[config.mk]
export PLATFORM = sky130hd
export DESIGN_NAME = stack_row_controller_flat
export DESIGN_NICKNAME = d
export VERILOG_FILES = /design/src/rtl/stack_row_controller_if.sv /design/src/rtl/stack_row_controller.sv /design/src/flat_wrapper.sv
export SDC_FILE = /design/constraint.sdc
export NUM_CORES = 1
export LEC_CHECK = 0
export ABC_CLOCK_PERIOD_IN_PS = 2700
export BUFFER_PORTS_ARGS = -buffer_cell sky130_fd_sc_hd__buf_2
export CORE_MARGIN = 2
export CORE_UTILIZATION = 58
export CTS_CLUSTER_DIAMETER = 30
export DETAILED_ROUTE_END_ITERATION = 7
export GPL_ROUTABILITY_DRIVEN = 0
export PLACE_DENSITY = 0.8
export RECOVER_POWER = 25
export SLEW_MARGIN = 5
export SYNTH_ARGS = -nofsm -noshare
export SYNTH_HDL_FRONTEND = slang
export SYNTH_SLANG_ARGS = --single-unit
[constraint.sdc]
create_clock -name clk -period 2.7 [get_ports clk]
set_clock_uncertainty 0.05 [all_clocks]
set_input_delay 0.675 -clock clk [delete_from_list [all_inputs] [get_ports clk]]
set_output_delay 0.675 -clock clk [all_outputs]
set_load 0.02 [all_outputs]
[src/rtl/stack_row_controller_if.sv]
// Signal bundle between the level FSM (master) and the stack row controller (slave).
// go is a one-cycle strobe with no back-pressure; next_signal is only meaningful while go is high and on the cycle after it.
interface stack_row_controller_if #(
  parameter int COLS = 8
);
  logic            drop_btn;
  logic [10:0]     speed_count;
  logic [3:0]      num_blocks;
  logic [5:0]      curr_level;
  logic            go;
  logic            next_signal;
  logic [COLS-1:0] row_mask;
  logic [COLS-1:0] base_mask;
  logic [3:0]      height;
  logic            fail_pulse;
  logic            win_pulse;

  modport master (
    output drop_btn, speed_count, num_blocks, curr_level,
    input  go, next_signal, row_mask, base_mask, height, fail_pulse, win_pulse
  );

  modport slave (
    input  drop_btn, speed_count, num_blocks, curr_level,
    output go, next_signal, row_mask, base_mask, height, fail_pulse, win_pulse
  );
endinterface

[src/rtl/stack_row_controller.sv]
// Sweeps the active block row, captures the drop button, judges overlap with the row below
// and reports the result to the level FSM.
module stack_row_controller #(
  parameter int FRAME_DIV = 833333,
  parameter int COLS      = 8
) (
  input  logic                   clk,
  input  logic                   resetn,
  stack_row_controller_if.slave  bus,
  output logic [2:0]             state_dbg
);

  localparam int FW = (FRAME_DIV > 1) ? $clog2(FRAME_DIV) : 1;

  typedef enum logic [2:0] {
    LOAD   = 3'd0,
    MOVE   = 3'd1,
    JUDGE  = 3'd2,
    REPORT = 3'd3,
    HOLD   = 3'd4,
    UPDATE = 3'd5
  } state_t;

  state_t          state_q, state_d;
  logic [FW-1:0]   frame_cnt_q, frame_cnt_d;
  logic [10:0]     move_cnt_q, move_cnt_d;
  logic [10:0]     spd_q, spd_d;
  logic            dir_q, dir_d;
  logic            drop_q, drop_d;
  logic [COLS-1:0] row_q, row_d;
  logic [COLS-1:0] base_q, base_d;
  logic [COLS-1:0] ov_q, ov_d;
  logic            success_q, success_d;
  logic [3:0]      height_q, height_d;

  logic            tick;
  logic            drop_edge;
  logic [COLS-1:0] load_mask;
  int              nb_int;

  always_ff @(posedge clk) begin
    if (resetn) begin
      state_q     <= LOAD;
      frame_cnt_q <= '0;
      move_cnt_q  <= '0;
      spd_q       <= 11'd1;
      dir_q       <= 1'b1;
      drop_q      <= 1'b0;
      row_q       <= '0;
      base_q      <= '1;
      ov_q        <= '0;
      success_q   <= 1'b0;
      height_q    <= '0;
    end else begin
      state_q     <= state_d;
      frame_cnt_q <= frame_cnt_d;
      move_cnt_q  <= move_cnt_d;
      spd_q       <= spd_d;
      dir_q       <= dir_d;
      drop_q      <= drop_d;
      row_q       <= row_d;
      base_q      <= base_d;
      ov_q        <= ov_d;
      success_q   <= success_d;
      height_q    <= height_d;
    end
  end

  always_comb begin
    state_d     = state_q;
    move_cnt_d  = move_cnt_q;
    spd_d       = spd_q;
    dir_d       = dir_q;
    row_d       = row_q;
    base_d      = base_q;
    ov_d        = ov_q;
    success_d   = success_q;
    height_d    = height_q;

    tick        = (frame_cnt_q == FW'(FRAME_DIV - 1));
    frame_cnt_d = tick ? '0 : frame_cnt_q + FW'(1);
    drop_d      = bus.drop_btn;
    drop_edge   = bus.drop_btn & ~drop_q;

    nb_int = int'(bus.num_blocks);
    if (nb_int < 1)    nb_int = 1;
    if (nb_int > COLS) nb_int = COLS;
    for (int i = 0; i < COLS; i++) load_mask[i] = (i < nb_int);

    case (state_q)
      LOAD: begin
        row_d      = load_mask;
        dir_d      = 1'b1;
        move_cnt_d = '0;
        spd_d      = (bus.speed_count == 11'd0) ? 11'd1 : bus.speed_count;
        state_d    = MOVE;
      end
      MOVE: begin
        if (drop_edge) begin
          state_d = JUDGE;
        end else if (tick) begin
          if (move_cnt_q == spd_q - 11'd1) begin
            move_cnt_d = '0;
            // A full-width row touches both edges and has nowhere to go.
            if (!(row_q[0] && row_q[COLS-1])) begin
              if (dir_q) begin
                if (row_q[COLS-1]) begin
                  dir_d = 1'b0;
                  row_d = row_q >> 1;
                end else begin
                  row_d = row_q << 1;
                end
              end else begin
                if (row_q[0]) begin
                  dir_d = 1'b1;
                  row_d = row_q << 1;
                end else begin
                  row_d = row_q >> 1;
                end
              end
            end
          end else begin
            move_cnt_d = move_cnt_q + 11'd1;
          end
        end
      end
      JUDGE: begin
        ov_d      = row_q & base_q;
        success_d = |(row_q & base_q);
        state_d   = REPORT;
      end
      REPORT: state_d = HOLD;
      HOLD:   state_d = UPDATE;
      UPDATE: begin
        if (success_q && bus.curr_level != 6'd15) begin
          base_d   = ov_q;
          height_d = (height_q == 4'd15) ? 4'd15 : height_q + 4'd1;
        end else begin
          base_d   = '1;
          height_d = '0;
        end
        state_d = LOAD;
      end
      default: state_d = LOAD;
    endcase
  end

  assign bus.go          = (state_q == REPORT);
  assign bus.next_signal = ((state_q == REPORT) || (state_q == HOLD)) && success_q;
  assign bus.fail_pulse  = (state_q == UPDATE) && !success_q;
  assign bus.win_pulse   = (state_q == UPDATE) && success_q && (bus.curr_level == 6'd15);
  assign bus.row_mask    = row_q;
  assign bus.base_mask   = base_q;
  assign bus.height      = height_q;
  assign state_dbg       = state_q;

endmodule
[src/flat_wrapper.sv]
// flat-port wrapper written by rule: the top's interface ports become plain ports
module stack_row_controller_flat 
#(
  parameter int FRAME_DIV = 833333,
  parameter int COLS      = 8
)
  (clk, resetn, state_dbg, bus_drop_btn, bus_speed_count, bus_num_blocks, bus_curr_level, bus_go, bus_next_signal, bus_row_mask, bus_base_mask, bus_height, bus_fail_pulse, bus_win_pulse);
  stack_row_controller_if #(.COLS(COLS)) bus_i ();
  input  logic clk;
  input  logic resetn;
  output logic [2:0] state_dbg;
  input wire logic [$bits(bus_i.drop_btn)-1:0] bus_drop_btn;
  input wire logic [$bits(bus_i.speed_count)-1:0] bus_speed_count;
  input wire logic [$bits(bus_i.num_blocks)-1:0] bus_num_blocks;
  input wire logic [$bits(bus_i.curr_level)-1:0] bus_curr_level;
  output wire logic [$bits(bus_i.go)-1:0] bus_go;
  output wire logic [$bits(bus_i.next_signal)-1:0] bus_next_signal;
  output wire logic [$bits(bus_i.row_mask)-1:0] bus_row_mask;
  output wire logic [$bits(bus_i.base_mask)-1:0] bus_base_mask;
  output wire logic [$bits(bus_i.height)-1:0] bus_height;
  output wire logic [$bits(bus_i.fail_pulse)-1:0] bus_fail_pulse;
  output wire logic [$bits(bus_i.win_pulse)-1:0] bus_win_pulse;
  assign bus_i.drop_btn = bus_drop_btn;
  assign bus_i.speed_count = bus_speed_count;
  assign bus_i.num_blocks = bus_num_blocks;
  assign bus_i.curr_level = bus_curr_level;
  assign bus_go = bus_i.go;
  assign bus_next_signal = bus_i.next_signal;
  assign bus_row_mask = bus_i.row_mask;
  assign bus_base_mask = bus_i.base_mask;
  assign bus_height = bus_i.height;
  assign bus_fail_pulse = bus_i.fail_pulse;
  assign bus_win_pulse = bus_i.win_pulse;
  stack_row_controller #(.FRAME_DIV(FRAME_DIV), .COLS(COLS)) u_core (.clk(clk), .resetn(resetn), .bus(bus_i), .state_dbg(state_dbg));
endmodule
==> results of run 1 <==
## worst min-delay path by stage
| stage | start | to | slack, ns | cells after the start |
|---|---|---|---|---|
| after floorplan | u_core.ov_q[0]$_SDFFE_PP0N_ | u_core.ov_q[0]$_SDFFE_PP0N_ | 0.39 | 2 |
| after global placement | u_core.ov_q[5]$_SDFFE_PP0N_ | u_core.ov_q[5]$_SDFFE_PP0N_ | 0.39 | 2 |
| after detailed placement | u_core.ov_q[5]$_SDFFE_PP0N_ | u_core.ov_q[5]$_SDFFE_PP0N_ | 0.40 | 2 |
| after CTS | u_core.ov_q[5]$_SDFFE_PP0N_ | u_core.ov_q[5]$_SDFFE_PP0N_ | 0.41 | 2 |
| after global routing | u_core.ov_q[5]$_SDFFE_PP0N_ | u_core.ov_q[5]$_SDFFE_PP0N_ | 0.43 | 2 |
| final | u_core.ov_q[5]$_SDFFE_PP0N_ | u_core.ov_q[5]$_SDFFE_PP0N_ | 0.41 | 2 |
## routing by layer
layer	track usage (%)	vias up	part of all wire (%)
met5	0	-	0
met4	7.67	0	1.0
met3	5.33	12	4.7
met2	41.8	105	49
met1	34.1	1762	45
li1	-	1874	-
## repair_timing
action / CTS / global route
resized for setup: 0 / 4
endpoints found under the setup margin: 0 / 18
setup buffers: 0 / 2
## power by group
part | leakage [uW] | switching (uW) | total [uW] | internal (uW)
Sequential | 0.000617 | 69.8 | 1230 | 1160
Clock | 0.0000885 | 439 | 797 | 357
Combinational | 0.000966 | 258 | 431 | 173
## final cells by class
class                      count  area (sq um)  area share (%)
multi-input combinational    381          2270            50.6
clock inverter                 6          38.8           0.864
inverter                      15          56.3            1.25
clock buffer                  10           138            3.06
tap                           80           100            2.23
sequential                    76          1520            33.9
timing repair buffer          64           365            8.13
## cells in the final DEF, fill, tap and decap left out, types with 4 or more instances in the layout
master,n
and2_1,4
o21ai_0,20
xnor2_1,11
dfxtp_1,75
or3_1,5
nor3_2,4
and3_1,7
inv_1,15
a31oi_1,9
mux2i_1,6
nor4_1,6
ha_1,5
buf_2,48
nor2b_1,7
nand4_1,14
nand2_1,56
xor2_1,18
nor3_1,23
buf_4,13
o21ai_1,6
clkbuf_8,10
nor2_1,53
a211oi_1,5
nand3_1,32
a21oi_1,46
## flip-flops by register name, summed over array words and instances, names as in the netlist
register and cells:
u_core.ov_q 8, u_core.bus.row_mask 8, u_core.move_cnt_q 11, u_core.success_q 1, u_core.frame_cnt_q 20, u_core.dir_q 1
u_core.state_dbg 3, u_core.bus.height 4, u_core.drop_q 1, u_core.bus.base_mask 8, u_core.spd_q 11
## worst reg2reg max path, stage by stage (launching register included)
cell,delay (ns)
dfxtp_1,0.36
inv_1,0.08
ha_1,0.16
nor3b_2,0.29
and3_1,0.21
o2111ai_1,0.12
a2bb2oi_1,0.54
a31oi_2,0.25
nor4_1,0.30
nor3_1,0.07
## per-stage QoR
stage          setup TNS [ns]  cell area [sq um]  total power [uW]  hold slack, ns
2_1_floorplan               0               3950              1540           0.387
3_3_place_gp                0               4280              1660           0.392
3_5_place_dp                0               4280              1670           0.399
4_1_cts                     0               4460              2450           0.411
5_1_grt               -0.0226               4490              2570           0.434
6_report                    0               4490              2460           0.412
## cell families (layout without fill, tap and decap cells)
| group | Yosys count | after routing | share of synthesized area [%] |
|---|---|---|---|
| adders and majority gates | 5 | 5 | 1.59 |
| AOI/OAI and AO/OA | 113 | 113 | 17.7 |
| and+or+nand+nor | 228 | 228 | 29.7 |
| DFF | 76 | 76 | 38.6 |
| buffers and inverters | 42 | 95 | 4.50 |
| xor gates and xnor gates | 29 | 29 | 6.44 |
| muxes | 6 | 6 | 1.52 |
==> metrics.cfg, run 1 <==
[floorplanning]
die_area_sq_um=7480
core_sq_um=6680
rows=30
boundaryPins=51
die_x_um=86.5
start_util_pct=59.0
die-height_um=86.5

[pwr]
leakage_uw=0.00167
power.density_nw_per_um2=547
vdd_drop_max_v=0.000320

[setup_path]
path_depth=9
cp_slowest_stage_delay_ns=0.54
arrival_ns=2.72
crit_end=u_core.bus.row_mask[6]$_SDFFE_PP0P_
required_ns=2.87
cp-start-kind=flip-flop
reg2reg_from=u_core.spd_q[1]$_SDFFE_PP0N_
path_cells=inv_1, ha_1, nor3b_2, and3_1, o2111ai_1, a2bb2oi_1, a31oi_2, nor4_1, nor3_1
reg2reg_slack_ns=0.15
slowest_stage=a2bb2oi_1
reg2reg_depth=9
worst-path-buf-inv=1
setup.worst_path.start=u_core.spd_q[1]$_SDFFE_PP0N_
cpLargestDelayFamily=compound AO/OA/AOI/OAI gates
rr_endpoint=u_core.bus.row_mask[6]$_SDFFE_PP0P_
cp_max_fo=6
endpoint_kind=flip-flop
critPathKind=flip-flop to flip-flop

[cts]
cts-root-buf=clkbuf_8
clk_latency_ns=0.35
cts_num_sinks=76
clk_path_buf_depth=2
cts.htree.levels=3
cts_tree=done
clk_pin_slew_worst_paths_ns=0.09
cts_hold_buffers=0
numCtsBuffers=9

[layout]
antenna_cells=0
nets=576
drive_gt1_share_pct=17.2
areaGrowthSynthToFinish_pct=13.9
fill_cells=552
utilization_pct=67.2
final_cells=632

[placement]
dp_hpwl_mm=6.59
port_buffers=50
placed_cells=614
post-place-ws_ns=0.0701

[timing]
hold_viol=0
setup_ws_ns=0.149
drv_slew=0
relSlewSlack_pct=54.2
fin_crit_ns=2.55
period_share_pct=94.5
fmax_ghz=0.392
setup_viol=0
tightest_slew_ns=0.682

[logic_synthesis]
syn_inst=499
synth_seq_cells=76
synth_edf_count=0
avgSynthCellArea_sq_um=7.91
synth.largest_area_cell=dfxtp_1
synthTopCellsByCount=dfxtp_1, nand2_1, nor2_1
async_flop_share_pct=0
synthTopCellsByArea=dfxtp_1, a21oi_1, nand2_1, nor2_1, nand3_1
synth-seq-area-share_pct=38.6
synth_most_common_cell=dfxtp_1
yosys.area.top_type_share_pct=38.6
syn_nets=528
netlist-cell-type-count=58
synth_area_sq_um=3950
dominantRegCellSynth=dfxtp_1
ys_warn_count=0

[global_routing]
grt_pass1_vias=3362
grt_max_degree=47
grt_use_total_pct=25.6
grt_pass1_wl_mm=15.5
overflow=0
antenna_found_initial=0

[drt]
avgRoutedWirePerCell_um=14.8
wl_mm=9.34
drtPass1Iterations=5
ant_nets=0
via_per_inst=5.94
drt_iter0_markers=296
drcViolationCount=0
num_vias=3753

[job]
cap_violations=0

[hold_path]
hp-class=flip-flop to flip-flop

[run_status]
status=complete, no violations

Power figures use the tool's default switching activity.
==> inputs of run 2 (changes only) <==
--- a/config.mk
+++ b/config.mk
@@ -5,7 +5,7 @@
 export SDC_FILE = /design/constraint.sdc
 export NUM_CORES = 1
 export LEC_CHECK = 0
-export ABC_CLOCK_PERIOD_IN_PS = 2700
+export ABC_CLOCK_PERIOD_IN_PS = 2600
 export BUFFER_PORTS_ARGS = -buffer_cell sky130_fd_sc_hd__buf_2
 export CORE_MARGIN = 2
 export CORE_UTILIZATION = 58
==> constraint.sdc (replaced) <==
create_clock -name clk -period 2.6 [get_ports clk]
set_clock_uncertainty 0.05 [all_clocks]
set_input_delay 0.65 -clock clk [delete_from_list [all_inputs] [get_ports clk]]
set_output_delay 0.65 -clock clk [all_outputs]
set_load 0.02 [all_outputs]
==> metrics.cfg, run 2 (synthesis gave the netlist of run 1 again) <==
[run_status]
status=complete, no violations

[setup_path]
critPathKind=flip-flop to flip-flop
cpLargestDelayFamily=simple AND/OR/NAND/NOR gates
path_cells=inv_1, ha_1, nor4bb_2, nand4_1, o41a_1, or3_4, buf_12, nor4_4, o21ai_1, a21oi_1
cp_max_fo=25  ; +19
path_depth=10  ; +1
worst-path-buf-inv=2  ; +1
cp_slowest_stage_delay_ns=0.44  ; -0.10 ns
slowest_stage=o41a_1
cp-start-kind=flip-flop
endpoint_kind=flip-flop
arrival_ns=2.77  ; +0.05 ns
required_ns=2.84  ; -0.03 ns
reg2reg_depth=10  ; +1

[hold_path]
hp-class=flip-flop to flip-flop
hold_path_depth=2  ; unchanged

[global_routing]
busiest_layer=met2
grt_pass1_wl_mm=16.6  ; +7.0%
use_met2_pct=46.1  ; +4.3 points
grt_use_total_pct=27.4  ; +1.8 points
overflow=0  ; unchanged
met3_usage_pct=5.62  ; +0.29 points
antenna_found_initial=0  ; unchanged
grt_pass1_vias=3578  ; +6.4%
met1_usage_pct=35.3  ; +1.2 points
grt_max_degree=47  ; unchanged

[pwr]
vdd_drop_max_v=0.000435  ; +36%
power.density_nw_per_um2=579  ; +5.9%
leakage_uw=0.00172  ; +2.9%
power_uw=2670  ; +8.6%

[cts]
cts_tree=done
clk_path_buf_depth=2  ; unchanged
numCtsBuffers=9  ; unchanged
cts-root-buf=clkbuf_8
clk_latency_ns=0.36  ; about the same
cts_num_sinks=76  ; unchanged
cts.htree.levels=3  ; unchanged
clk_pin_slew_worst_paths_ns=0.09  ; about the same

[timing]
tightest_slew_ns=0.665  ; -0.0172 ns
hold_viol=0  ; unchanged
relSlewSlack_pct=55.4  ; +1.2 points
grt_setup_unrepaired=true
final.setup.tns_ns=0  ; unchanged
setup_ws_ns=0.0691  ; -0.0800 ns
fin_crit_ns=2.53  ; -0.0200 ns
drv_slew=0  ; unchanged
setup_viol=0  ; unchanged
fmax_ghz=0.395  ; +0.79%
period_share_pct=97.3  ; +2.9 points

[floorplanning]
core_sq_um=6680  ; unchanged
boundaryPins=51  ; unchanged
rows=30  ; unchanged
start_util_pct=59.0  ; unchanged
die-height_um=86.5  ; unchanged
die_area_sq_um=7480  ; unchanged
die_x_um=86.5  ; unchanged

[layout]
layout_commonest_cell=dfxtp_1
largestRegisters=u_core.frame_cnt_q: 20 flops, u_core.move_cnt_q: 11 flops, u_core.spd_q: 11 flops
largest_register_ffs=20  ; unchanged
nets=580  ; +0.69%
largest-register=u_core.frame_cnt_q
design_area_sq_um=4610  ; +2.6%
fill_cells=546  ; -1.1%
areaGrowthSynthToFinish_pct=16.8
utilization_pct=69.0  ; +1.7 points
drive_gt1_share_pct=19.4  ; +2.2 points
layout_common_cells=dfxtp_1, nand2_1, nor2_1
antenna_cells=0  ; unchanged

[drt]
num_vias=3864  ; +3.0%
avgRoutedWirePerCell_um=15.8  ; +6.7%
wl_mm=10.0  ; +7.4%
drtPass1Iterations=5  ; unchanged
ant_nets=0  ; unchanged
via_per_inst=6.08  ; +2.3%
drcViolationCount=0  ; unchanged
drt_iter0_markers=296  ; unchanged

[job]
cap_violations=0  ; unchanged

[placement]
dp_hpwl_mm=6.92  ; +5.1%
port_buffers=50  ; unchanged
placed_cell_area_sq_um=4320  ; +0.82%
post-place-ws_ns=0.0261  ; -0.0440 ns

## run 2: what timing repair did
action,CTS,global route
endpoints found under the setup margin,0,16
buffers inserted,0,3
hold buffers,0,0
resized for setup,0,13
## run 2: tightest hold or removal path, cell delays in order (launching register included)
cell     delay [ns]
dfxtp_1        0.32
nand2_1        0.05
a21oi_1        0.05
## run 2: area by class of cell
| cell class | count | area, sq um | share of cell area [%] |
|---|---|---|---|
| inverters | 15 | 56.3 | 1.22 |
| clock buffers | 10 | 128 | 2.77 |
| multi-input cells | 381 | 2320 | 50.5 |
| well taps | 80 | 100 | 2.17 |
| flip-flops and latches | 76 | 1520 | 33.1 |
| repair buffers | 68 | 410 | 8.91 |
| clock inverters | 6 | 65.1 | 1.41 |
## run 2: layer usage
layer  vias up  part of all wire (%)
met3        23                   5.8
met5         -                     0
li1       1887                     -
met4         0                   1.9
met2       152                    50
met1      1802                    43
## run 2: where the power goes
group	switching, uW	internal, uW
registers	72.3	1200
clock network	459	444
logic	286	203
## run 2: path summary, 6_finish.rpt
check                                        start                           endpoint  slack, ns
setup / recovery  u_core.frame_cnt_q[0]$_SDFF_PP0_  u_core.move_cnt_q[6]$_SDFFE_PP0P_       0.07
hold / removal         u_core.ov_q[5]$_SDFFE_PP0N_        u_core.ov_q[5]$_SDFFE_PP0N_       0.41
setup reg to reg  u_core.frame_cnt_q[0]$_SDFF_PP0_  u_core.move_cnt_q[6]$_SDFFE_PP0P_       0.07
hold reg to reg        u_core.ov_q[5]$_SDFFE_PP0N_        u_core.ov_q[5]$_SDFFE_PP0N_       0.41
## run 2: stage by stage
stage / std cells / hold WS (ns)
2_1_floorplan: 499 / 0.387
4_1_cts: 633 / 0.409
6_report: 636 / 0.410
3_3_place_gp: 617 / 0.392
5_1_grt: 636 / 0.432
3_5_place_dp: 617 / 0.397
==> inputs of run 3 (changes only) <==
--- a/config.mk
+++ b/config.mk
@@ -5,6 +5,7 @@
 export SDC_FILE = /design/constraint.sdc
 export NUM_CORES = 1
 export LEC_CHECK = 0
+export ABC_AREA = 1
 export ABC_CLOCK_PERIOD_IN_PS = 2600
 export BUFFER_PORTS_ARGS = -buffer_cell sky130_fd_sc_hd__buf_2
 export CORE_MARGIN = 2
==> metrics.cfg, run 3 <==
[run_status]
status=complete, no violations

[drt]
ant_nets=0  ; unchanged
wl_mm=8.90  ; -11%
drt_iter0_markers=193  ; -35%
via_per_inst=5.39  ; -11%
avgRoutedWirePerCell_um=12.3  ; -22%
drtPass1Iterations=4  ; -1
num_vias=3895  ; +0.80%
drcViolationCount=0  ; unchanged

[logic_synthesis]
avgSynthCellArea_sq_um=6.81  ; -14%
async_flop_share_pct=0  ; unchanged
synth-seq-area-share_pct=38.3  ; -0.29 points
synth_most_common_cell=nand2_1
synthTopCellsByArea=dfxtp_1, nand2_1, nor2_1, inv_1, nand3_1
synth_area_sq_um=3980  ; +0.76%
netlist-cell-type-count=37  ; -36%
syn_nets=613  ; +16%
yosys.area.top_type_share_pct=38.3  ; -0.29 points
synthTopCellsByCount=nand2_1, nor2_1, dfxtp_1
synth_edf_count=0  ; unchanged
ys_warn_count=0  ; unchanged
syn_inst=584  ; +17%
synth_seq_cells=76  ; unchanged
dominantRegCellSynth=dfxtp_1
synth.largest_area_cell=dfxtp_1

[timing]
drv_slew=0  ; unchanged
relSlewSlack_pct=49.9  ; -5.4 points
final.setup.tns_ns=0  ; unchanged
period_share_pct=88.7  ; -8.6 points
tightest_slew_ns=0.751  ; +0.0862 ns
grt_setup_unrepaired=false
fmax_ghz=0.433  ; +9.7%
setup_viol=0  ; unchanged
hold_viol=0  ; unchanged
fin_crit_ns=2.31  ; -0.224 ns

[global_routing]
overflow=0  ; unchanged
antenna_found_initial=0  ; unchanged
grt_use_total_pct=24.9  ; -2.5 points
grt_pass1_wl_mm=15.1  ; -9.0%
grt_pass1_vias=3551  ; -0.75%
grt_max_degree=28  ; -40%

[setup_path]
required_ns=1.90  ; -0.94 ns
cp_max_fo=6  ; -76%
reg2reg_from=u_core.state_dbg[0]$_SDFFE_PP0P_
rr_endpoint=u_core.bus.base_mask[0]$_SDFFE_PP1N_
critPathKind=flip-flop to primary output
reg2reg_depth=6  ; -4
arrival_ns=1.61  ; -1.16 ns
reg2reg_slack_ns=0.42  ; +0.35 ns
cp-start-kind=flip-flop
setup.worst_path.start=u_core.state_dbg[0]$_SDFFE_PP0P_
crit_end=bus_win_pulse
endpoint_kind=primary output

[layout]
antenna_cells=0  ; unchanged
layout_common_cells=nand2_1, nor2_1, dfxtp_1
drive_gt1_share_pct=14.6  ; -4.8 points
areaGrowthSynthToFinish_pct=12.7
layout_commonest_cell=nand2_1
fill_cells=624  ; +14%
largest-register=u_core.frame_cnt_q
largestRegisters=u_core.frame_cnt_q: 20 flops, u_core.move_cnt_q: 11 flops, u_core.spd_q: 11 flops
largest_register_ffs=20  ; unchanged
nets=666  ; +15%

[floorplanning]
die_x_um=86.8  ; +0.36%
core_sq_um=6720  ; +0.56%
boundaryPins=51  ; unchanged
die_area_sq_um=7530  ; +0.73%
die-height_um=86.8  ; +0.36%
start_util_pct=59.2  ; +0.12 points
rows=30  ; unchanged

[cts]
cts-root-buf=clkbuf_8
cts_num_sinks=76  ; unchanged
clk_pin_slew_worst_paths_ns=0.08  ; about the same
numCtsBuffers=9  ; unchanged
clk_latency_ns=0.35  ; about the same
clk_path_buf_depth=2  ; unchanged
cts_hold_buffers=0  ; unchanged
cts_tree=done
cts_setup_buffers=0  ; unchanged
cts.htree.levels=3  ; unchanged
ctsResizeCount=0  ; unchanged

[job]
cap_violations=0  ; unchanged

[placement]
port_buffers=50  ; unchanged
dp_hpwl_mm=6.60  ; -4.7%

[pwr]
leakage_uw=0.00190  ; +10%
power.density_nw_per_um2=856  ; +48%
vdd_drop_max_v=0.000602  ; +38%
power_uw=3830  ; +44%

[hold_path]
hp-class=flip-flop to flip-flop

==> run 3: changes by cell type after synthesis, moves of 9 or more <==
cell      change
a21oi_1      -15
clkbuf_1     -15
inv_1        +52
nand2_1      +72
nor2_1       +33
o22ai_1       +9
xnor2_1       -9
xor2_1        -9
==> run 3: layout make-up <==
| type | count | area [sq um] | area share (%) |
|---|---|---|---|
| inverter | 71 | 272 | 6.06 |
| sequential | 76 | 1520 | 34.0 |
| timing repair buffer | 56 | 283 | 6.31 |
| clock buffer | 10 | 138 | 3.07 |
| tap | 80 | 100 | 2.24 |
| multi-input combinational | 423 | 2100 | 46.9 |
| clock inverter | 6 | 63.8 | 1.42 |
==> run 3: critical path: stages, from the launching register on <==
cell and delay (ns):
dfxtp_1 0.44, inv_1 0.14, nor3_1 0.21, inv_1 0.11, nor3_1 0.17, buf_2 0.19
==> run 3: logic make-up (layout without fill, tap and decap cells) <==
family | Yosys count | count (layout) | synth area share (%)
AOI/OAI and AO/OA | 86 | 86 | 12.4
xor gates and xnor gates | 11 | 11 | 2.42
adders and majority gates | 5 | 5 | 1.57
buffers and inverters | 85 | 143 | 8.69
DFF | 76 | 76 | 38.3
and+or+nand+nor | 321 | 321 | 36.6
==> run 3: through the flow <==
step	worst slack (ns)	hold slack [ns]	area (sq um)	utilization (%)	std cells
after detailed placement	0.506	0.411	4300	63.9	706
after floorplan	0.244	0.380	3980	-	584
after global placement	0.537	0.394	4300	63.9	706
after CTS	0.340	0.433	4500	66.9	722
after global routing	0.122	0.455	4480	66.6	722
final	0.293	0.423	4480	66.6	722
==> run 3: worst min path at each step <==
stage                                                start                                   end  cells past startpoint  slack [ns]
after floorplan           u_core.frame_cnt_q[0]$_SDFF_PP0_      u_core.frame_cnt_q[0]$_SDFF_PP0_                      1        0.38
after global placement    u_core.frame_cnt_q[0]$_SDFF_PP0_      u_core.frame_cnt_q[0]$_SDFF_PP0_                      1        0.39
after detailed placement       u_core.ov_q[1]$_SDFFE_PP0N_  u_core.bus.base_mask[1]$_SDFFE_PP1N_                      2        0.41
after CTS                 u_core.frame_cnt_q[0]$_SDFF_PP0_      u_core.frame_cnt_q[0]$_SDFF_PP0_                      1        0.43
after global routing           u_core.ov_q[3]$_SDFFE_PP0N_  u_core.bus.base_mask[3]$_SDFFE_PP1N_                      2        0.45
final                     u_core.frame_cnt_q[0]$_SDFF_PP0_      u_core.frame_cnt_q[0]$_SDFF_PP0_                      1        0.42
==> run 3: layer usage <==
metal,global-route usage (%),share of wire [%],vias up,routed length (um)
met3,4.57,2.8,14,246
met4,9.09,1.6,0,144
met2,43.0,50,52,4440
met5,0,0,-,0
met1,30.8,46,1802,4070
li1,-,-,2027,-
==> run 3: power by group <==
| group | leakage (uW) | internal [uW] | switching (uW) |
|---|---|---|---|
| clock network | 0.0000983 | 467 | 440 |
| registers | 0.000620 | 1340 | 189 |
| logic | 0.00118 | 465 | 935 |
